## config.mk

```make
export PLATFORM = sky130hd
export DESIGN_NAME = sd_sector_scheduler
export DESIGN_NICKNAME = d
export VERILOG_FILES = /design/src/rtl/sd_pkg.sv /design/src/rtl/sd_ok_sync.sv /design/src/rtl/sd_sector_scheduler.sv
export SDC_FILE = /design/constraint.sdc
export NUM_CORES = 1
export LEC_CHECK = 0
export BUFFER_PORTS_ARGS = -buffer_cell sky130_fd_sc_hd__buf_4
export CORE_UTILIZATION = 40
export DETAILED_ROUTE_END_ITERATION = 8
export GPL_TIMING_DRIVEN = 0
export SLEW_MARGIN = 20
export SYNTH_ARGS = -nofsm -noshare
export SYNTH_HDL_FRONTEND = slang
export SYNTH_SLANG_ARGS = --single-unit
```

## constraint.sdc

```tcl
create_clock -name clk -period 9.97 [get_ports clk]
set_clock_uncertainty 0.15 [all_clocks]
set_input_delay 1.994 -clock clk [delete_from_list [all_inputs] [get_ports clk]]
set_output_delay 1.994 -clock clk [all_outputs]
set_load 0.05 [all_outputs]
```

## src/rtl/sd_pkg.sv

```systemverilog
// Shared definitions for the SD sector scheduler: FSM encoding, grant encoding,
// engine handshake constants and the ring-pointer advance helper.
package sd_pkg;

    // Engine framing constants (one sector per CMD17/CMD24, sd_ck = clk / 12).
    localparam int unsigned SECTOR_BYTES   = 512;
    localparam int unsigned ENGINE_CLK_DIV = 12;

    typedef enum logic [3:0] {
        StPwr,
        StInitReq,
        StInitAck,
        StIdle,
        StRdReq,
        StRdAck,
        StWrReq,
        StWrAck,
        StErr
    } sd_state_e;

    typedef enum logic {
        GRANT_RD = 1'b0,
        GRANT_WR = 1'b1
    } sd_grant_e;

    // Advance a ring pointer, wrapping at depth-1 back to 0.
    function automatic logic [31:0] ptr_next(input logic [31:0] ptr, input logic [31:0] depth);
        return (ptr == depth - 32'd1) ? 32'd0 : ptr + 32'd1;
    endfunction

endpackage

```

## src/rtl/sd_ok_sync.sv

```systemverilog
// Two-flop synchroniser for the engine's level completion flags.
module sd_ok_sync #(
    parameter int unsigned Width = 3
) (
    input  logic             clk,
    input  logic             rst_n,
    input  logic [Width-1:0] d_i,
    output logic [Width-1:0] q_o
);

    logic [Width-1:0] meta_q;
    logic [Width-1:0] sync_q;

    // Two-stage capture of the flags into this clock domain.
    always_ff @(posedge clk or negedge rst_n) begin
        if (!rst_n) begin
            meta_q <= '0;
            sync_q <= '0;
        end else begin
            meta_q <= d_i;
            sync_q <= meta_q;
        end
    end

    assign q_o = sync_q;

endmodule

```

## src/rtl/sd_sector_scheduler.sv

```systemverilog
// Sequences the SPI SD engine: power-up init, then round-robin arbitration of
// single-sector reads and writes over a circular sector ring on the card.
module sd_sector_scheduler
    import sd_pkg::*;
#(
    parameter logic [31:0] SEC_BASE  = 32'd0,
    parameter logic [31:0] SEC_DEPTH = 32'd1024,
    parameter logic [15:0] PWR_DLY   = 16'd4096,
    parameter logic [7:0]  ACK_HOLD  = 8'd32,
    parameter logic [23:0] TIMEOUT   = 24'hFFFFFF
) (
    input  logic        clk,
    input  logic        rst_n,
    input  logic        init_ok,
    input  logic        rd_ok,
    input  logic        wr_ok,
    output logic        sd_init,
    output logic        sd_ren,
    output logic        sd_wen,
    output logic [31:0] sec,
    output logic        fifo_busy,
    input  logic        wr_req,
    output logic        wr_gnt,
    output logic        wr_done,
    input  logic        rd_req,
    output logic        rd_gnt,
    output logic        rd_done,
    output logic [31:0] sec_count,
    output logic        full,
    output logic        empty,
    output logic        ready,
    output logic        err
);

    localparam logic [23:0] PwrLast = {8'd0, PWR_DLY} - 24'd1;
    localparam logic [23:0] AckLast = {16'd0, ACK_HOLD} - 24'd1;
    localparam logic [23:0] ToLast  = TIMEOUT - 24'd1;

    logic        init_ok_s;
    logic        rd_ok_s;
    logic        wr_ok_s;

    sd_ok_sync #(
        .Width (3)
    ) u_ok_sync (
        .clk   (clk),
        .rst_n (rst_n),
        .d_i   ({init_ok, rd_ok, wr_ok}),
        .q_o   ({init_ok_s, rd_ok_s, wr_ok_s})
    );

    sd_state_e   state_q;
    sd_grant_e   last_q;
    logic [23:0] cnt_q;
    logic [31:0] wr_ptr_q;
    logic [31:0] rd_ptr_q;
    logic [31:0] count_q;
    logic [31:0] sec_q;
    logic        sd_init_q;
    logic        sd_ren_q;
    logic        sd_wen_q;
    logic        fifo_busy_q;
    logic        wr_gnt_q;
    logic        rd_gnt_q;
    logic        wr_done_q;
    logic        rd_done_q;
    logic        ready_q;
    logic        err_q;

    logic        full_w;
    logic        empty_w;
    logic        elig_rd;
    logic        elig_wr;
    logic        grant_rd;
    logic        grant_wr;
    logic        in_req;
    logic        ok_now;
    logic        timeout_hit;

    assign full_w  = (count_q == SEC_DEPTH);
    assign empty_w = (count_q == 32'd0);

    // Round-robin pick and timeout detection for the current state.
    always_comb begin
        elig_rd     = rd_req & ~empty_w;
        elig_wr     = wr_req & ~full_w;
        // On contention the side that did not complete last wins.
        grant_wr    = elig_wr & (~elig_rd | (last_q == GRANT_RD));
        grant_rd    = elig_rd & ~grant_wr;
        in_req      = (state_q == StInitReq) | (state_q == StRdReq) | (state_q == StWrReq);
        ok_now      = ((state_q == StInitReq) & init_ok_s) |
                      ((state_q == StRdReq) & rd_ok_s) |
                      ((state_q == StWrReq) & wr_ok_s);
        timeout_hit = in_req & ~ok_now & (cnt_q == ToLast);
    end

    // Sequencer FSM with registered engine and requester outputs.
    always_ff @(posedge clk or negedge rst_n) begin
        if (!rst_n) begin
            state_q     <= StPwr;
            last_q      <= GRANT_WR;
            cnt_q       <= '0;
            wr_ptr_q    <= '0;
            rd_ptr_q    <= '0;
            count_q     <= '0;
            sec_q       <= SEC_BASE;
            sd_init_q   <= 1'b0;
            sd_ren_q    <= 1'b0;
            sd_wen_q    <= 1'b0;
            fifo_busy_q <= 1'b0;
            wr_gnt_q    <= 1'b0;
            rd_gnt_q    <= 1'b0;
            wr_done_q   <= 1'b0;
            rd_done_q   <= 1'b0;
            ready_q     <= 1'b0;
            err_q       <= 1'b0;
        end else begin
            wr_done_q <= 1'b0;
            rd_done_q <= 1'b0;
            cnt_q     <= cnt_q + 24'd1;
            if (timeout_hit) begin
                state_q     <= StErr;
                sd_init_q   <= 1'b0;
                sd_ren_q    <= 1'b0;
                sd_wen_q    <= 1'b0;
                fifo_busy_q <= 1'b0;
                wr_gnt_q    <= 1'b0;
                rd_gnt_q    <= 1'b0;
                ready_q     <= 1'b0;
                err_q       <= 1'b1;
            end else begin
                unique case (state_q)
                    StPwr: begin
                        if (cnt_q == PwrLast) begin
                            sd_init_q <= 1'b1;
                            cnt_q     <= '0;
                            state_q   <= StInitReq;
                        end
                    end
                    StInitReq: begin
                        if (init_ok_s) begin
                            sd_init_q   <= 1'b0;
                            fifo_busy_q <= 1'b1;
                            cnt_q       <= '0;
                            state_q     <= StInitAck;
                        end
                    end
                    StInitAck: begin
                        // Long enough for the engine to see fifo_busy on its slow clock.
                        if (cnt_q == AckLast) begin
                            fifo_busy_q <= 1'b0;
                            ready_q     <= 1'b1;
                            cnt_q       <= '0;
                            state_q     <= StIdle;
                        end
                    end
                    StIdle: begin
                        if (grant_rd) begin
                            sec_q    <= SEC_BASE + rd_ptr_q;
                            sd_ren_q <= 1'b1;
                            rd_gnt_q <= 1'b1;
                            cnt_q    <= '0;
                            state_q  <= StRdReq;
                        end else if (grant_wr) begin
                            sec_q    <= SEC_BASE + wr_ptr_q;
                            sd_wen_q <= 1'b1;
                            wr_gnt_q <= 1'b1;
                            cnt_q    <= '0;
                            state_q  <= StWrReq;
                        end
                    end
                    StRdReq: begin
                        // Drop the request now so the engine does not re-issue on return to idle.
                        if (rd_ok_s) begin
                            sd_ren_q    <= 1'b0;
                            fifo_busy_q <= 1'b1;
                            cnt_q       <= '0;
                            state_q     <= StRdAck;
                        end
                    end
                    StRdAck: begin
                        if (!rd_ok_s) begin
                            fifo_busy_q <= 1'b0;
                            rd_gnt_q    <= 1'b0;
                            rd_done_q   <= 1'b1;
                            rd_ptr_q    <= ptr_next(rd_ptr_q, SEC_DEPTH);
                            count_q     <= count_q - 32'd1;
                            last_q      <= GRANT_RD;
                            cnt_q       <= '0;
                            state_q     <= StIdle;
                        end
                    end
                    StWrReq: begin
                        if (wr_ok_s) begin
                            sd_wen_q    <= 1'b0;
                            fifo_busy_q <= 1'b1;
                            cnt_q       <= '0;
                            state_q     <= StWrAck;
                        end
                    end
                    StWrAck: begin
                        if (!wr_ok_s) begin
                            fifo_busy_q <= 1'b0;
                            wr_gnt_q    <= 1'b0;
                            wr_done_q   <= 1'b1;
                            wr_ptr_q    <= ptr_next(wr_ptr_q, SEC_DEPTH);
                            count_q     <= count_q + 32'd1;
                            last_q      <= GRANT_WR;
                            cnt_q       <= '0;
                            state_q     <= StIdle;
                        end
                    end
                    StErr: begin
                        state_q <= StErr;
                    end
                    default: begin
                        state_q <= StErr;
                    end
                endcase
            end
        end
    end

    assign sd_init   = sd_init_q;
    assign sd_ren    = sd_ren_q;
    assign sd_wen    = sd_wen_q;
    assign sec       = sec_q;
    assign fifo_busy = fifo_busy_q;
    assign wr_gnt    = wr_gnt_q;
    assign wr_done   = wr_done_q;
    assign rd_gnt    = rd_gnt_q;
    assign rd_done   = rd_done_q;
    assign sec_count = count_q;
    assign full      = full_w;
    assign empty     = empty_w;
    assign ready     = ready_q;
    assign err       = err_q;

endmodule

```

======== Yosys cells after proc, flatten, opt, wreduce, memory -nomap -nowiden ========
Index checks and enable logic that the tools add are counted.
W data, S select, Z words.
cells by class
  add/subtract/negate cells ............... 5
  equal/unequal tests ..................... 26
  muxes and demuxes ....................... 65
  bitwise logic cells ..................... 23
  reductions and logical operators ........ 24
operators by type and width
  kind                     count
  $mux W24                 10
  $mux W32                 6
  $pmux W24 S8             1
  $add A32 B1 Y32 const B  3
  $eq A32 B10 Y1 const B   2
  $pmux W32 S2             1
  $mux W4                  10
  $eq A32 B11 Y1 const B   1
  $logic_not A32 Y1        1
  $pmux W4 S8              1
  $sub A32 B1 Y32 const B  1
  $mux W1                  29
  $add A24 B1 Y24 const B  1
  $eq A24 B12 Y1 const B   1
  $eq A24 B24 Y1 const B   1
  $eq A24 B5 Y1 const B    1
  $ne A3 B3 Y1 const B     7
  $reduce_and A3 Y1        6
  $eq A4 B3 Y1 const B     4
  $reduce_bool A3 Y1       5
  $pmux W1 S2              6
  $reduce_and A4 Y1        3
  $and A1 B1 Y1            9
  $ne A3 B2 Y1 const B     3
  13 further kinds         30
word-level totals
  register bits ........................... 173
  input bits .............................. 7
  output and inout port bits .............. 76
  logic and storage cells ................. 162

======== Longest topological paths before layout ========
Gate-level depths: netlist (run 1).
  word-level depth ........................ 11
  gate-level depth with buffers ........... 14
  gate-level depth less buffers ........... 13

======== Cells and area by module ========
A second synthesis (run 1) with hierarchy kept.
unflattened totals
  cells, all modules ...................... 1020
  area, all modules ....................... 9609.2 µm²
modules (own cells, without submodules)
  module               instances  cells each  area an instance (µm²)  seq. area each (µm²)
  sd_sector_scheduler  1          1014        9459.1                  4180.3
  sd_ok_sync           1          6           150.1                   150.1

======== Least setup slack after synthesis (run 1) ========
OpenSTA, ideal clock, no wires.
  kind .................................... register -> output
  start point ............................. reg count_q[0] (netlist: sec_count[0])
  end point ............................... out empty
  arrival time ............................ 2272 ps
  data required time ...................... 7826 ps
  setup slack ............................. 5554 ps
  cell stages (with the launch flop) ...... 4
  path buffers ............................ 0
  cell sequence ........................... dfrtp_1 -> nor4_1 -> nand4_1 -> nor3_1
on the way
  cells in the longest elaborated chain, start to end .. 1
RTL lines
  element                   RTL line                    text
  start: declaration        sd_sector_scheduler.sv:57   logic [31:0] count_q;
  start signal: assignment  sd_sector_scheduler.sv:187  count_q <= count_q - 32'd1;
  start signal: assignment  sd_sector_scheduler.sv:207  count_q <= count_q + 32'd1;
  $logic_not A32 Y1         sd_sector_scheduler.sv:81   assign empty_w = (count_q == 32'd0);
  end: declaration          sd_sector_scheduler.sv:30   output logic empty,
Every way passes these cells.

======== Final worst setup path (run 1) ========
Same ends and word-level chain as after synthesis.

==> results of run 1 <==
critical path, cell delays in order, from the launching register on:
cell and delay [ps]:
dfrtp_1 490, nor4_1 520, nand4_1 370, nor3_1 520, buf_4 290
worst paths after layout:
kind | depth (start not counted) | slack [ps] | end
hold reg to reg | 0 | 200 | u_ok_sync.q_o[2]
setup reg to reg | 13 | 5770 | sec_count[27]
max in group asynchronous | 3 | 7420 | sec[5]
hold / removal | 0 | 200 | u_ok_sync.q_o[2]
setup / recovery | 4 | 5210 | empty
min in group asynchronous | 1 | 1250 | cnt_q[15]
per-layer routing:
layer  vias up  global-route usage, %  part of all wire, %  wire [um]
met3        22                   3.77                  3.6        857
met5         -                      0                    0          0
met2       146                   31.7                   46      10800
met1      3837                   28.9                   49      11700
li1       3871                      -                    -          -
met4         0                   5.98                  1.5        356
cell usage after synthesis, types with 6 or more instances:
master    instances
nor3_1           15
mux2i_1          33
ha_1             34
clkbuf_1         25
nand4_1          27
a21o_1           18
or3_1            11
xor2_1           48
o31ai_1           9
nor2b_1           9
nand3_1          31
o21ai_0          45
dfrtp_1         172
nand2_1          93
a21oi_1          80
xnor2_1          49
nand2b_1         12
and4_1            6
nor2_1          146
and3_1           17
inv_1            22
a211oi_1         15
buf_2             7
nor4_1           25
o211ai_1          6
layout make-up:
type                    instances  area share [%]
clock inverters                13            1.31
inverters                      23           0.765
clock buffers                  19            4.02
flip-flops and latches        173            38.4
plain buffers                  33            1.18
well taps                     319            3.54
repair buffers                 84            6.01
multi-input cells             802            44.8
kinds of logic after synthesis:
logic type | count (synthesis) | share of synthesized area (%)
and+or+nand+nor | 428 | 22.2
AOI/OAI and AO/OA | 209 | 13.4
adders and majority gates | 35 | 4.64
buffers and inverters | 56 | 2.28
muxes | 33 | 3.44
xor gates and xnor gates | 97 | 8.85
DFF | 173 | 45.1
per-stage QoR:
step | area [sq um] | hold slack [ps]
finish | 11300 | 202
floorplan | 9600 | 181
detailed placement | 10700 | 186
CTS | 11300 | 202
global placement | 10600 | 183
global route | 11300 | 207
power by group through the flow:
| stage | sequential [W] | clock [W] | combinational (W) |
|---|---|---|---|
| finish | 0.00105 | 0.000682 | 0.00227 |
| global route | 0.00108 | 0.000722 | 0.00249 |
| CTS | 0.00105 | 0.000698 | 0.00227 |
| detailed placement | 0.00106 | 0 | 0.00225 |
| global placement | 0.00106 | 0 | 0.00224 |
| floorplan | 0.00151 | 0 | 0.00120 |
state kept, by name (all words and copies together) (netlist names):
name and flops:
sec_count 32, ready 1, cnt_q 24, sd_ren 1, rd_gnt 1, u_ok_sync.meta_q 3
u_ok_sync.q_o 3, sd_init 1, wr_done 1, fifo_busy 1, last_q 1, wr_ptr_q 32
err 1, rd_ptr_q 32, wr_gnt 1, rd_done 1, sec 32, sd_wen 1
state_q 4
==> impl_metrics.py, run 1 <==
metrics = {
    "run_status": {
        "status": "finished, final reports clean",
    },
    "clock_tree": {
        "cts_tree": "built",
        "clk_pin_slew_ps": 70,
        "postCtsSetupBuffers": 0,
        "cts.repair.resized": 0,
        "h-tree-depth": 4,
        "clk_latency_ps": 440,
        "cts_buffers": 17,
        "cts_buffer_depth": 2,
        "postCtsHoldBufs": 0,
        "clkSinkCount": 173,
        "clock-root-buffer": "clkbuf_16",
    },
    "run": {
        "cap_violations": 0,
    },
    "drt": {
        "routed_wirelength_um": 23700,
        "wl_per_cell_um": 16.2,
        "first_pass_iters": 5,
        "vias": 7876,
        "postRouteAntennaNets": 0,
        "drt-initial-drc-count": 425,
        "drc_errors": 0,
        "viasPerCell": 5.37,
    },
    "sta": {
        "relSlewSlack_pct": 37.6,
        "period_share_pct": 47.8,
        "finalSetupTns_ps": 0,
        "clock.fmax_ghz": 0.210,
        "post-route-min-period_ps": 4760,
        "worst_pin_slew_ps": 928,
        "finalHoldViolCount": 0,
        "fin_ws_ps": 5210,
        "final-setup-viol-count": 0,
        "rsz0062_at_grt": "false",
        "slew_viol_final": 0,
    },
    "cells_and_area": {
        "multi_input_area_sq_mm": 0.00505,
        "drive_gt1_share_pct": 13.2,
        "antenna_cells": 0,
        "area_growth_pct": 17.5,
        "final_net_count": 1176,
        "layout_commonest_cell": "dfrtp_1",
        "n_fill_cell": 2254,
        "fin_cells": 1466,
        "final_cell_mix": "dfrtp_1, nor2_1, nand2_1",
        "regArea_sq_mm": 0.00433,
        "final_util_pct": 48.1,
    },
    "floorplan": {
        "boundaryPins": 83,
        "die_h_um": 157,
        "rows": 56,
        "core_sq_mm": 0.0235,
        "start_util_pct": 40.9,
        "dieArea_sq_mm": 0.0246,
        "die_x_um": 157,
    },
    "power": {
        "power.switching_w": 0.00197,
        "power_frac_comb_pct": 56.7,
        "clock_power_share_pct": 17.1,
        "power_density_mw_per_mm2": 354,
        "p_int_w": 0.00203,
        "peakVddDrop_mv": 0.227,
        "switching_share_pct": 49.3,
        "leakage_nw": 5.07,
        "seqPwrFrac_pct": 26.2,
        "power.total_w": 0.00399,
    },
    "global_route": {
        "grt_pass1_vias": 7514,
        "grt_pass1_wl_um": 39200,
        "grt_max_degree": 94,
        "antenna_found_initial": 0,
        "grt_usage_pct": 20.4,
        "overflow": 0,
    },
    "logic_synthesis": {
        "yosysWarnings": 0,
        "syn-mean-instance-area_sq_um": 9.31,
        "syn_nets": 1073,
        "synth_seq_cells": 173,
        "syn-instance-count": 1031,
        "netlist_top_cells_area": "dfrtp_1, nor2_1, xnor2_1, ha_1, xor2_1",
        "synth_edf_count": 0,
        "synth_seq_area_share_pct": 45.1,
        "synth_top_area_share_pct": 44.8,
        "yosysTopAreaCell": "dfrtp_1",
        "ys_types": 67,
        "ys.flop_type": "dfrtp_1",
        "synthArstFlopShare_pct": 100,
        "synth_area_sq_mm": 0.00960,
    },
    "worst_setup_path": {
        "startpoint": "sec_count[0]",
        "worstPathMaxFanout": 6,
        "critPathCaptureType": "output port",
        "r2r-start": "state_q[3]",
        "critPathKind": "register to output port",
        "arrival_ps": 2620,
        "cp-start-kind": "register",
        "required_ps": 7830,
    },
    "min_path": {
        "worstHoldStart": "u_ok_sync.meta_q[2]",
        "hp-class": "register to register",
    },
    "place": {
        "place_ws_ps": 5690,
        "hpwl_um": 17100,
        "placedCellCount": 1434,
        "place_congestion": 0.890,
        "numPortBuffers": 82,
    },
}
Power figures use the tool's default switching activity.
==> inputs of run 2 (changes only) <==
clock period = 4.35 ns   (was 9.97 ns; I/O delays follow)
==> run 2 against run 1 <==
Cell count unchanged. Core utilization about the same. Worst setup slack got worse by 4900 ps. Largest power group unchanged. Non-clock buffer count unchanged.
==> impl_metrics.py, run 2 (synthesis results as in run 1) <==
metrics = {
    "cells_and_area": {
        "drive_gt1_share_pct": 13.2,
        "fin_area_sq_mm": 0.0113,
        "antenna_cells": 0,
        "layout_commonest_cell": "dfrtp_1",
        "area_growth_pct": 17.5,
        "final_cell_mix": "dfrtp_1, nor2_1, nand2_1",
        "final_net_count": 1176,
    },
    "worst_setup_path": {
        "required_ps": 4520,
        "cp.depth": 13,
        "crit_chain": "nor2b_2, nand2_1, nor2_4, inv_4, ha_1, a21o_1, a221oi_1, and3_1, a211oi_2, o21ai_2, a311oi_1, or4_1, o211a_1",
        "critPathCaptureType": "register",
        "cp-start-kind": "register",
        "rr_worst_depth": 13,
        "startpoint": "state_q[3]",
        "worstPathMaxFanout": 35,
        "worst-path-buf-inv": 1,
        "arrival_ps": 4190,
        "r2r_setup_slack_ps": 330,
        "slowest_delay_ps": 480,
        "r2r-start": "state_q[3]",
        "critPathKind": "register to register",
        "crit_end": "sec_count[27]",
        "cp_top_family": "compound AO/OA/AOI/OAI gates",
        "cp_slowest_cell": "dfrtp_1",
        "reg2reg_to": "sec_count[27]",
    },
    "sta": {
        "slew_viol_final": 0,
        "final-setup-viol-count": 0,
        "worst_pin_slew_ps": 928,
        "period_share_pct": 92.5,
        "post-route-min-period_ps": 4020,
        "rsz0062_at_grt": "false",
        "finalSetupTns_ps": 0,
        "relSlewSlack_pct": 37.6,
        "finalHoldViolCount": 0,
        "clock.fmax_ghz": 0.249,
    },
    "min_path": {
        "hp-class": "input port to async pin",
    },
    "drt": {
        "drt-initial-drc-count": 425,
        "first_pass_iters": 5,
        "routed_wirelength_um": 23700,
        "postRouteAntennaNets": 0,
        "wl_per_cell_um": 16.2,
        "viasPerCell": 5.37,
        "drc_errors": 0,
        "vias": 7876,
    },
    "floorplan": {
        "core_sq_mm": 0.0235,
        "start_util_pct": 40.9,
        "die_h_um": 157,
        "dieArea_sq_mm": 0.0246,
        "boundaryPins": 83,
        "die_x_um": 157,
        "rows": 56,
    },
    "clock_tree": {
        "postCtsHoldBufs": 0,
        "cts_tree": "built",
        "clk_pin_slew_ps": 70,
        "clk_latency_ps": 440,
        "cts_buffer_depth": 2,
        "cts_buffers": 17,
        "clkSinkCount": 173,
        "clock-root-buffer": "clkbuf_16",
        "h-tree-depth": 4,
    },
    "place": {
        "numPortBuffers": 82,
        "place_congestion": 0.890,
        "hpwl_um": 17100,
        "placed_cell_area_sq_mm": 0.0107,
    },
    "power": {
        "peakVddDrop_mv": 0.521,
        "power_density_mw_per_mm2": 812,
        "leakage_nw": 5.07,
    },
    "global_route": {
        "grt_pass1_vias": 7514,
        "grt_pass1_wl_um": 39200,
        "antenna_found_initial": 0,
        "overflow": 0,
        "grt_usage_pct": 20.4,
        "grt_max_degree": 94,
    },
    "run_status": {
        "status": "finished, final reports clean",
    },
    "run": {
        "cap_violations": 0,
    },
}
==> run 2: repair_timing <==
item | CTS | global route
gates resized for setup | 0 | 2
endpoints found under the hold margin | 0 | 0
setup buffers | 0 | 0
setup endpoints to repair | 0 | 1
==> run 2: area by class of cell <==
| class | count | area (sq um) |
|---|---|---|
| clock inverter | 13 | 148 |
| inverter | 23 | 88.8 |
| buffer | 33 | 133 |
| sequential | 173 | 4330 |
| clock buffer | 19 | 453 |
| timing repair buffer | 84 | 678 |
| multi-input combinational | 802 | 5050 |
| fill | 2254 | 12200 |
| tap | 319 | 399 |
==> run 2: worst min-delay path by stage <==
stage,startpoint,to,slack (ps)
6_report,rst_n,cnt_q[15],130
5_1_grt,rst_n,cnt_q[15],130
4_1_cts,rst_n,cnt_q[15],120
3_5_place_dp,u_ok_sync.meta_q[0],u_ok_sync.q_o[0],190
3_3_place_gp,u_ok_sync.meta_q[0],u_ok_sync.q_o[0],180
2_1_floorplan,u_ok_sync.meta_q[0],u_ok_sync.q_o[0],180
==> run 2: where the power goes <==
| part | internal (W) | switching (W) |
|---|---|---|
| sequential | 0.00201 | 0.000385 |
| clock | 0.000845 | 0.000719 |
| combinational | 0.00179 | 0.00341 |
==> run 2: through the flow <==
stage	utilization, %	std cells	setup WS (ps)	total power [W]	hold slack [ps]
detailed placement	45.5	1434	239	0.00759	186
CTS	48.1	1466	222	0.00920	121
finish	48.1	1466	328	0.00916	128
global placement	45.2	1432	247	0.00756	183
global route	48.1	1466	119	0.00983	128
floorplan	-	1031	827	0.00622	181
==> run 2: routing by layer <==
metal	share of wire (%)	routed length, um	vias up	global-route usage (%)
met5	0	0	-	0
met4	1.5	356	0	5.98
met3	3.6	857	22	3.77
met2	46	10800	146	31.7
met1	49	11700	3837	28.9
li1	-	-	3871	-
==> inputs of run 3 (changes only) <==
==> constraint.sdc (replaced) <==
create_clock -name clk -period 4.35 [get_ports clk]
set_clock_uncertainty 0.15 [all_clocks]
set_input_delay 0.435 -clock clk [delete_from_list [all_inputs] [get_ports clk]]
set_output_delay 0.435 -clock clk [all_outputs]
set_load 0.05 [all_outputs]
==> run 3 against run 2 <==
Clock power about the same. Non-clock buffer count increased by 4. Cell count increased by 0.27%. Worst setup slack improved by 13 ps. Via count about the same. Core utilization increased by 0.17 points. Critical path depth unchanged. Hold slack improved by 73 ps. Wire length increased by 0.21%. Combinational power about the same. Die area unchanged. Global-route usage about the same.
==> impl_metrics.py, run 3 (synthesis results as in run 1) <==
metrics = {
    "run_status": {
        "status": "finished, final reports clean",
    },
    "worst_setup_path": {
        "critPathCaptureType": "register",
        "r2r-start": "state_q[3]",
        "crit_chain": "nor2b_2, nand2_1, nor2_4, inv_4, ha_1, a21o_1, a221oi_1, and3_1, a211oi_2, o21ai_2, a311oi_1, or4_1, o211a_1",
        "rr_worst_depth": 13,
        "worst-path-buf-inv": 1,
        "r2r_setup_slack_ps": 340,
        "reg2reg_to": "sec_count[27]",
        "slowest_delay_ps": 480,
        "arrival_ps": 4180,
        "critPathKind": "register to register",
        "required_ps": 4520,
        "cp.depth": 13,
        "worstPathMaxFanout": 35,
        "cp_slowest_cell": "dfrtp_1",
        "cp-start-kind": "register",
        "cp_top_family": "compound AO/OA/AOI/OAI gates",
    },
    "floorplan": {
        "core_sq_mm": 0.0235,
        "boundaryPins": 83,
        "die_h_um": 157,
        "dieArea_sq_mm": 0.0246,
        "die_x_um": 157,
        "start_util_pct": 40.9,
        "rows": 56,
    },
    "cells_and_area": {
        "multi_input_area_sq_mm": 0.00505,
        "layout_commonest_cell": "dfrtp_1",
        "drive_gt1_share_pct": 13.1,
        "area_growth_pct": 17.9,
        "final_net_count": 1180,
        "antenna_cells": 0,
        "n_fill_cell": 2251,
        "final_cell_mix": "dfrtp_1, nor2_1, nand2_1",
        "regArea_sq_mm": 0.00433,
    },
    "clock_tree": {
        "h-tree-depth": 4,
        "cts_tree": "built",
        "clock-root-buffer": "clkbuf_16",
        "clkSinkCount": 173,
        "cts_buffers": 17,
        "clk_pin_slew_ps": 70,
        "postCtsSetupBuffers": 0,
        "clk_latency_ps": 440,
        "cts_buffer_depth": 2,
    },
    "drt": {
        "vias": 7883,
        "drc_errors": 0,
        "routed_wirelength_um": 23700,
        "viasPerCell": 5.36,
        "drt-initial-drc-count": 491,
        "first_pass_iters": 5,
        "postRouteAntennaNets": 0,
        "wl_per_cell_um": 16.1,
    },
    "sta": {
        "worst_pin_slew_ps": 927,
        "finalSetupTns_ps": 0,
        "clock.fmax_ghz": 0.249,
        "fin_ws_ps": 341,
        "slew_viol_final": 0,
        "finalHoldViolCount": 0,
        "rsz0062_at_grt": "false",
        "final-setup-viol-count": 0,
        "post-route-min-period_ps": 4010,
        "relSlewSlack_pct": 37.6,
        "period_share_pct": 92.2,
    },
    "power": {
        "seqPwrFrac_pct": 26.2,
        "leakage_nw": 5.09,
        "peakVddDrop_mv": 0.520,
        "power.switching_w": 0.00451,
        "p_int_w": 0.00465,
        "power_frac_comb_pct": 56.7,
        "clock_power_share_pct": 17.1,
        "power_density_mw_per_mm2": 809,
        "switching_share_pct": 49.3,
    },
    "min_path": {
        "whs_path_depth": 0,
        "worstHoldStart": "u_ok_sync.meta_q[2]",
        "whs_endpoint": "u_ok_sync.q_o[2]",
        "hp-class": "register to register",
    },
    "place": {
        "place_congestion": 0.890,
        "numPortBuffers": 82,
        "hpwl_um": 17100,
        "place_ws_ps": 239,
    },
    "global_route": {
        "antenna_found_initial": 0,
        "overflow": 0,
        "grt_pass1_vias": 7538,
        "grt_max_degree": 94,
        "grt_usage_pct": 20.5,
        "grt_pass1_wl_um": 39300,
    },
    "run": {
        "cap_violations": 0,
    },
}
run 3: cell types whose count changed in the layout (fill, tap and decap cells not counted):
cell and delta:
dlygate4sd3_1 +4
run 3: how the worst max path moves through the flow:
stage                            start       endpoint  slack [ps]
after CTS                   state_q[3]  sec_count[27]         220
after global routing        state_q[3]  sec_count[27]         120
final                       state_q[3]  sec_count[27]         340
after global placement      state_q[3]  sec_count[26]         250
after detailed placement    state_q[3]  sec_count[27]         240
after floorplan           sec_count[0]        sec[10]         830
run 3: power groups by stage:
| stage | Clock [W] | Sequential, W | Combinational [W] |
|---|---|---|---|
| after floorplan | 0 | 0.00346 | 0.00276 |
| after global placement | 0 | 0.00243 | 0.00513 |
| after detailed placement | 0 | 0.00243 | 0.00516 |
| after CTS | 0.00160 | 0.00240 | 0.00520 |
| after global routing | 0.00166 | 0.00247 | 0.00571 |
| final | 0.00156 | 0.00240 | 0.00520 |
run 3: layer usage:
layer,vias up,wire length (um),part of all wire [%],track usage [%]
li1,3878,-,-,-
met1,3842,11600,49,28.9
met2,141,10900,46,31.9
met3,22,914,3.9,3.77
met4,0,360,1.5,5.98
met5,-,0,0,0
run 3: layout make-up:
class / count / share of cell area, %
Multi-Input combinational cell: 802 / 44.6
Sequential cell: 173 / 38.2
Timing Repair Buffer: 88 / 6.34
Clock buffer: 19 / 4.00
Tap cell: 319 / 3.53
Clock inverter: 13 / 1.30
Buffer: 33 / 1.17
Inverter: 23 / 0.785
run 3: metrics by stage:
stage | util, % | hold WS (ps) | area, sq um | total power [W] | instances
2_1_floorplan | - | -10.6 | 9600 | 0.00622 | 1031
3_3_place_gp | 45.2 | 183 | 10600 | 0.00756 | 1432
3_5_place_dp | 45.5 | 153 | 10700 | 0.00759 | 1434
4_1_cts | 48.2 | 202 | 11300 | 0.00920 | 1470
5_1_grt | 48.2 | 207 | 11300 | 0.00983 | 1470
6_report | 48.2 | 202 | 11300 | 0.00916 | 1470
run 3: timing repair:
| action | CTS | global route |
|---|---|---|
| hold buffers | 4 | 0 |
| setup endpoints to repair | 0 | 1 |
| hold endpoints to repair | 28 | 0 |
| gates resized for setup | 0 | 2 |
